## config.mk

```make
export PLATFORM = sky130hd
export DESIGN_NAME = nexys_starship_gunner
export DESIGN_NICKNAME = d
export VERILOG_FILES = /design/src/rtl/nexys_starship_pkg.sv /design/src/rtl/nexys_starship_tick_counter.sv /design/src/rtl/nexys_starship_gunner.sv
export SDC_FILE = /design/constraint.sdc
export NUM_CORES = 1
export LEC_CHECK = 0
export CORE_MARGIN = 2
export CORE_UTILIZATION = 52
export DETAILED_ROUTE_END_ITERATION = 8
export HOLD_SLACK_MARGIN = 0.15
export MAX_ROUTING_LAYER = met4
export PLACE_DENSITY = 0.84
export SYNTH_ARGS = -nofsm -noshare
export SYNTH_HDL_FRONTEND = slang
export SYNTH_HIERARCHICAL = 1
export SYNTH_SLANG_ARGS = --single-unit
```

## constraint.sdc

```tcl
create_clock -name Clk -period 2.6 [get_ports Clk]
set_input_delay 0.39 -clock Clk [delete_from_list [all_inputs] [get_ports Clk]]
set_output_delay 0.39 -clock Clk [all_outputs]
set_load 0.03 [all_outputs]
```

## src/rtl/nexys_starship_pkg.sv

```systemverilog
// Shared definitions for the starship gunner slice.
//   DIR_T/B/L/R     aim direction codes (00=T 01=B 10=L 11=R)
//   gunner_state_e  one-hot gunner FSM encoding
//   dir_from_btn    resolves a direction button vector to a code, lowest index wins
package nexys_starship_pkg;

  localparam logic [1:0] DIR_T = 2'b00;
  localparam logic [1:0] DIR_B = 2'b01;
  localparam logic [1:0] DIR_L = 2'b10;
  localparam logic [1:0] DIR_R = 2'b11;

  typedef enum logic [3:0] {
    ST_IDLE     = 4'b0001,
    ST_ARMED    = 4'b0010,
    ST_COOLDOWN = 4'b0100,
    ST_OVER     = 4'b1000
  } gunner_state_e;

  // btn bit order is {R,L,B,T}; T has highest priority.
  function automatic logic [1:0] dir_from_btn(input logic [3:0] btn);
    logic [1:0] dir;
    if (btn[0])      dir = DIR_T;
    else if (btn[1]) dir = DIR_B;
    else if (btn[2]) dir = DIR_L;
    else             dir = DIR_R;
    return dir;
  endfunction

endpackage

```

## src/rtl/nexys_starship_tick_counter.sv

```systemverilog
// Down-counter of game-timer ticks with a terminal-count pulse.
//   Clk, Reset   system clock, synchronous active-high reset
//   clear        force the count to zero (highest priority after Reset)
//   load         start a new interval of load_val ticks; a tick in the
//                load cycle is not counted
//   tick         one-cycle timer pulse
//   done         one-cycle pulse on the tick that ends the interval
module nexys_starship_tick_counter #(
  parameter int unsigned W = 4
) (
  input  logic         Clk,
  input  logic         Reset,
  input  logic         clear,
  input  logic         load,
  input  logic [W-1:0] load_val,
  input  logic         tick,
  output logic         done
);

  logic [W-1:0] cnt_q, cnt_d;

  always_comb begin
    cnt_d = cnt_q;
    done  = 1'b0;
    if (clear) begin
      cnt_d = '0;
    end else if (load) begin
      cnt_d = load_val;
    end else if (tick && (cnt_q != '0)) begin
      cnt_d = cnt_q - 1'b1;
      done  = (cnt_q == W'(1));
    end
  end

  always_ff @(posedge Clk) begin
    if (Reset) cnt_q <= '0;
    else       cnt_q <= cnt_d;
  end

endmodule

```

## src/rtl/nexys_starship_gunner.sv

```systemverilog
// Player-side gunner controller for the four monster terminals {R,L,B,T}.
// Aims, fires, writes monster state back to the terminals, broadcasts
// gameover and keeps the score.
//   Clk, Reset       system clock, synchronous active-high reset
//   timer_tick       one-cycle game-timer pulse
//   play_flag        game running
//   btn_dir, btn_fire  debounced one-cycle button pulses
//   monster_sm       per-terminal monster present
//   gameover_sm      per-terminal gameover
//   monster_ctrl     per-terminal monster write-back (registered)
//   gameover_ctrl    global gameover broadcast (registered)
//   aim_dir          current aim, 00=T 01=B 10=L 11=R
//   score            kills this game, saturating
//   ammo             remaining shots (GUNNER_AMMO_EN builds only)
//   ready            a shot would be accepted this cycle
// Build option: define GUNNER_AMMO_EN for a finite magazine with timed reload.
//
// state    | meaning
// IDLE     | no game; waits for play_flag
// ARMED    | game running, a shot may be taken
// COOLDOWN | shot taken, waiting COOLDOWN_TICKS timer ticks
// OVER     | a terminal reported gameover; waits for play_flag low
module nexys_starship_gunner
  import nexys_starship_pkg::*;
#(
  parameter int unsigned COOLDOWN_TICKS = 3,
  parameter int unsigned SCORE_W        = 8,
  parameter int unsigned AMMO_MAX       = 4,
  parameter int unsigned RELOAD_TICKS   = 8
) (
  input  logic                           Clk,
  input  logic                           Reset,
  input  logic                           timer_tick,
  input  logic                           play_flag,
  input  logic [3:0]                     btn_dir,
  input  logic                           btn_fire,
  input  logic [3:0]                     monster_sm,
  input  logic [3:0]                     gameover_sm,
  output logic [3:0]                     monster_ctrl,
  output logic                           gameover_ctrl,
  output logic [1:0]                     aim_dir,
  output logic [SCORE_W-1:0]             score,
`ifdef GUNNER_AMMO_EN
  output logic [$clog2(AMMO_MAX+1)-1:0]  ammo,
`endif
  output logic                           ready
);

  localparam int unsigned CW = $clog2(COOLDOWN_TICKS + 1);

  if (COOLDOWN_TICKS < 1 || AMMO_MAX < 1 || RELOAD_TICKS < 1) begin : g_bad_cfg
    $error("nexys_starship_gunner: tick and ammo parameters must be at least 1");
  end

  gunner_state_e      state_q, state_d;
  logic [1:0]         aim_dir_q, aim_dir_d;
  logic [SCORE_W-1:0] score_q, score_d;
  logic [3:0]         kill_hold_q, kill_hold_d;
  logic [3:0]         monster_ctrl_q, monster_ctrl_d;
  logic               gameover_ctrl_q, gameover_ctrl_d;

  logic       go_any, start, shot, hit, cool_done, ammo_ok, ready_c;
  logic [3:0] hit_vec;

  assign go_any  = |gameover_sm;
  assign start   = (state_q == ST_IDLE) && play_flag;
  assign ready_c = (state_q == ST_ARMED) && ammo_ok;
  // A shot in the same cycle as gameover is dropped: the game is over.
  assign shot    = btn_fire && ready_c && !go_any;
  assign hit     = shot && monster_sm[aim_dir_q];

  always_comb begin
    hit_vec = 4'b0000;
    if (hit) hit_vec[aim_dir_q] = 1'b1;
  end

  nexys_starship_tick_counter #(.W(CW)) u_cooldown (
    .Clk      (Clk),
    .Reset    (Reset),
    .clear    (start),
    .load     (shot),
    .load_val (CW'(COOLDOWN_TICKS)),
    .tick     (timer_tick),
    .done     (cool_done)
  );

`ifdef GUNNER_AMMO_EN
  localparam int unsigned AW = $clog2(AMMO_MAX + 1);
  localparam int unsigned RW = $clog2(RELOAD_TICKS + 1);

  logic [AW-1:0] ammo_q, ammo_d;
  logic          reload_done;

  // The shot that empties the magazine starts the reload interval.
  nexys_starship_tick_counter #(.W(RW)) u_reload (
    .Clk      (Clk),
    .Reset    (Reset),
    .clear    (start),
    .load     (shot && (ammo_q == AW'(1))),
    .load_val (RW'(RELOAD_TICKS)),
    .tick     (timer_tick),
    .done     (reload_done)
  );

  always_comb begin
    ammo_d = ammo_q;
    if (start || reload_done) ammo_d = AW'(AMMO_MAX);
    else if (shot)            ammo_d = ammo_q - 1'b1;
  end

  always_ff @(posedge Clk) begin
    if (Reset) ammo_q <= '0;
    else       ammo_q <= ammo_d;
  end

  assign ammo_ok = (ammo_q != '0);
  assign ammo    = ammo_q;
`else
  assign ammo_ok = 1'b1;
`endif

  always_comb begin
    state_d         = state_q;
    aim_dir_d       = aim_dir_q;
    score_d         = score_q;
    kill_hold_d     = kill_hold_q;
    monster_ctrl_d  = monster_ctrl_q;
    gameover_ctrl_d = gameover_ctrl_q;

    case (state_q)
      ST_IDLE:     if (play_flag) state_d = ST_ARMED;
      ST_ARMED:    if (go_any) state_d = ST_OVER;
                   else if (shot) state_d = ST_COOLDOWN;
      ST_COOLDOWN: if (go_any) state_d = ST_OVER;
                   else if (cool_done) state_d = ST_ARMED;
      ST_OVER:     if (!play_flag) state_d = ST_IDLE;
      default:     state_d = ST_IDLE;
    endcase

    if (((state_q == ST_ARMED) || (state_q == ST_COOLDOWN)) && (btn_dir != 4'b0000))
      aim_dir_d = dir_from_btn(btn_dir);

    if (start)                 score_d = '0;
    else if (hit && !(&score_q)) score_d = score_q + 1'b1;

    // A killed monster stays suppressed until its terminal acknowledges by
    // dropping monster_sm; afterwards the terminal's own state is echoed.
    if (start) kill_hold_d = 4'b0000;
    else       kill_hold_d = hit_vec | (kill_hold_q & monster_sm);

    if (state_d == ST_OVER) monster_ctrl_d = 4'b0000;
    else                    monster_ctrl_d = monster_sm & ~(kill_hold_q | hit_vec);

    gameover_ctrl_d = (state_d != ST_IDLE) && (go_any || (state_d == ST_OVER));
  end

  always_ff @(posedge Clk) begin
    if (Reset) begin
      state_q         <= ST_IDLE;
      aim_dir_q       <= DIR_T;
      score_q         <= '0;
      kill_hold_q     <= 4'b0000;
      monster_ctrl_q  <= 4'b0000;
      gameover_ctrl_q <= 1'b0;
    end else begin
      state_q         <= state_d;
      aim_dir_q       <= aim_dir_d;
      score_q         <= score_d;
      kill_hold_q     <= kill_hold_d;
      monster_ctrl_q  <= monster_ctrl_d;
      gameover_ctrl_q <= gameover_ctrl_d;
    end
  end

  assign monster_ctrl  = monster_ctrl_q;
  assign gameover_ctrl = gameover_ctrl_q;
  assign aim_dir       = aim_dir_q;
  assign score         = score_q;
  assign ready         = ready_c;

endmodule

```

==> impl_results.md <==
- Status: finished clean
- Clk sink count: 25
- CTS resizes: 0
- Drt pass-1 iters: 4
- CTS buffer count: 3
- Synthesis warning total: 6
- Layout Nets: 201
- Syn Inst Count: 147
- CTS tree: built
- # IOs: 33
- Die height: 54.5 um
- Hold Crit Class: reg -> reg
- Port bufs: 32
- Setup_tns: 0 ns
- Layout cell share with drive strength beyond 1: 0.0889
- CTS Hold Bufs: 0
- WS Path Type: reg -> out
- GRT Util Overall: 0.231
- Post-synthesis simple-gate area fraction: 0.288
- Post-synth EDFFs: 0
- Hold Startpoint: kill_hold_q[2]
- Total global routing overflow: 0
- Vias per cell: 5.77
- Core area: 2450 um^2
- Combinational power share: 0.151
- Fill cells: 191
- Hold path cells: 1
- Row cnt: 18
- Fmax: 0.466 GHz
- PwrDens: 397 nW/um^2
- Max-cap violations: 0
- WHS Endpoint: monster_ctrl[2]
- Clock Tree Root: clkbuf_4
- Number of global-route vias before repair: 1091
- Post CTS Setup Buffer Count: 0
- Reg2Reg Depth: 4
- Peak VDD IR: 0.383 mV
- Layout Area Growth over Synthesis: 27.7%
- Sw Pwr: 172 uW
- Largest family of logic cells by synthesized area: simple AND/OR/NAND/NOR gates
- Startpoint class of the critical path: flop
- Register share of total power: 0.592
- First-pass GRT wire length: 4930 um
- Area post-placement: 1670 um^2
- Async SR Flop Fraction: 0
- Clk network pwr share: 0.257
- LEAKAGE: 0.000595 uW
- Starting DRT DRC Count: 11
- Die W: 54.5 um
- Max Clock Skew: 0.00322 ns
- Final Instance Area: 1700 um^2
- Post-Synth XOR/XNOR Area: 0.00660
- Initial antenna violation count: 0
- Post-synthesis mux area share: 0.0245
- Max Slew Vio Count: 0
- Crit end category: output pin
- Synth Register Bits: 25
- Placed cell count: 206
- Post-synthesis compound-gate area fraction: 0.223
- FF-to-FF End: score[5]
- CP Launch Point: state_q[1]
- Crit path required time: 2.21 ns
- Sw frac: 0.255
- Die Footprint: 2970 um^2
- Ys flop type: dfxtp_1
- Final worst path period share: 0.825
- Internal power: 502 uW
- RSZ-0062 raised after global routing: false
- Hpwl dp: 2250 um
- Setup-failing EPs final: 0
- Vias: 1211
- Max Root-Sink Buffers: 2
- Clock Latency Late Sink: 0.31 ns
- Adder-cell share of the synthesized area: 0.0283
- Yosys cell types: 54
- Clock transition at path regs: 0.14 ns
- Min Tclk post-route: 2.15 ns
- Syn avg cell area: 9.03 um^2
- ANT cells: 0
- Finished Layout Cells: 210
- Reg2Reg Setup Slack: 0.77 ns
- Largest net degree at the start of global routing: 14
- H-tree depth: 1
- Initial Util: 0.541
- ANT nets after route: 0
- Critical Path Fanout Max: 8
- Sequential share of the synthesized area: 0.377
- Mapped Area: 1330 um^2
- R2R Path Start: aim_dir[0]
- Final hold slack: 0.441 ns
- Gpl congestion: 0.796
- Hold Vio Cnt, Final: 0
- Detailed Route WL: 2960 um
- DR DRC count: 0
- DR WL/cell: 14.1 um
- Arr. time, crit path: 1.76 ns
[cell usage after synthesis (2+ instances only)]
library cell / n / area (um^2)
nand2_1: 4 / 15.0
ha_1: 3 / 37.5
or2_2: 2 / 12.5
nor3b_1: 2 / 15.0
and3_1: 3 / 18.8
nand3_1: 6 / 30.0
nor3_1: 3 / 15.0
inv_1: 10 / 37.5
buf_1: 2 / 7.51
nor2b_1: 2 / 12.5
nor2_1: 12 / 45.0
a211oi_1: 2 / 15.0
or3_1: 2 / 12.5
o21ai_0: 4 / 20.0
dfxtp_1: 25 / 500
a2111oi_2: 3 / 45.0
a21oi_1: 10 / 50.1
and4_1: 3 / 26.3
or4_1: 4 / 30.0
a22oi_1: 3 / 22.5
nand2b_1: 4 / 25.0
a21o_1: 2 / 15.0
o31ai_1: 3 / 22.5
nor4b_1: 3 / 26.3
[state kept, by name (all words and copies together), names as in the netlist]
signal / cells
score: 8
u_cooldown/cnt_q: 2
aim_dir: 2
gameover_ctrl: 1
state_q: 4
kill_hold_q: 4
monster_ctrl: 4
[worst max-delay path, cell delays in order, from the launching register on]
cell and delay, ns:
dfxtp_1 0.48, nand2b_1 0.13, nor3_1 0.14, clkdlybuf4s50_1 0.69
[metal layers]
metal  part of all wire  GRT usage  up-vias  wire, um
li1                   -          -      617         -
met1               0.48      0.311      567      1410
met2               0.49      0.365       25      1440
met3              0.031     0.0328        2        93
met4             0.0044     0.0583        0        13
met5                  0          -        -         0
[cells by family after synthesis]
kind of cell               count (synthesis)
and+or+nand+nor                           60
AOI/OAI and AO/OA                         40
DFF                                       25
buffers and inverters                     15
adders and majority gates                  3
muxes                                      2
other                                      1
xor gates and xnor gates                   1
[power by group through the flow]
stage / logic [uW] / clock network, uW / registers, uW
final: 102 / 173 / 399
after global routing: 111 / 190 / 400
after CTS: 102 / 175 / 398
after detailed placement: 101 / 0 / 407
after global placement: 99.1 / 0 / 406
after floorplan: 41.6 / 0 / 416
[worst max-delay path by stage]
stage               endpoint  slack, ns  depth (start not counted)
floorplan           score[6]       0.72                          5
global placement    score[5]       0.35                          5
detailed placement  score[5]       0.26                          5
CTS                    ready       0.46                          3
global route           ready       0.36                          3
finish                 ready       0.45                          3
[stage by stage]
stage,total power [uW],utilization,setup slack (ns)
after floorplan,458,-,0.720
after global placement,505,0.680,0.349
after detailed placement,508,0.680,0.261
after CTS,676,0.691,0.456
after global routing,700,0.691,0.357
final,674,0.691,0.454
[cells in the final DEF, fill, tap and decap left out, types with 4 or more instances in the layout]
cell	netlist	layout
a21oi_1	10	10
clkdlybuf4s50_1	0	32
dfxtp_1	25	25
inv_1	10	10
nand2_1	4	4
nand2b_1	4	4
nand3_1	6	6
nor2_1	12	12
o21ai_0	4	4
or4_1	4	4
[cell type report]
type / count / area (um^2) / area share
multi-input cells: 108 / 766 / 0.452
flip-flops and latches: 25 / 500 / 0.295
repair buffers: 33 / 328 / 0.193
inverters: 10 / 37.5 / 0.0221
well taps: 30 / 37.5 / 0.0221
clock buffers: 4 / 26.3 / 0.0155
Power figures use the tool's default switching activity.
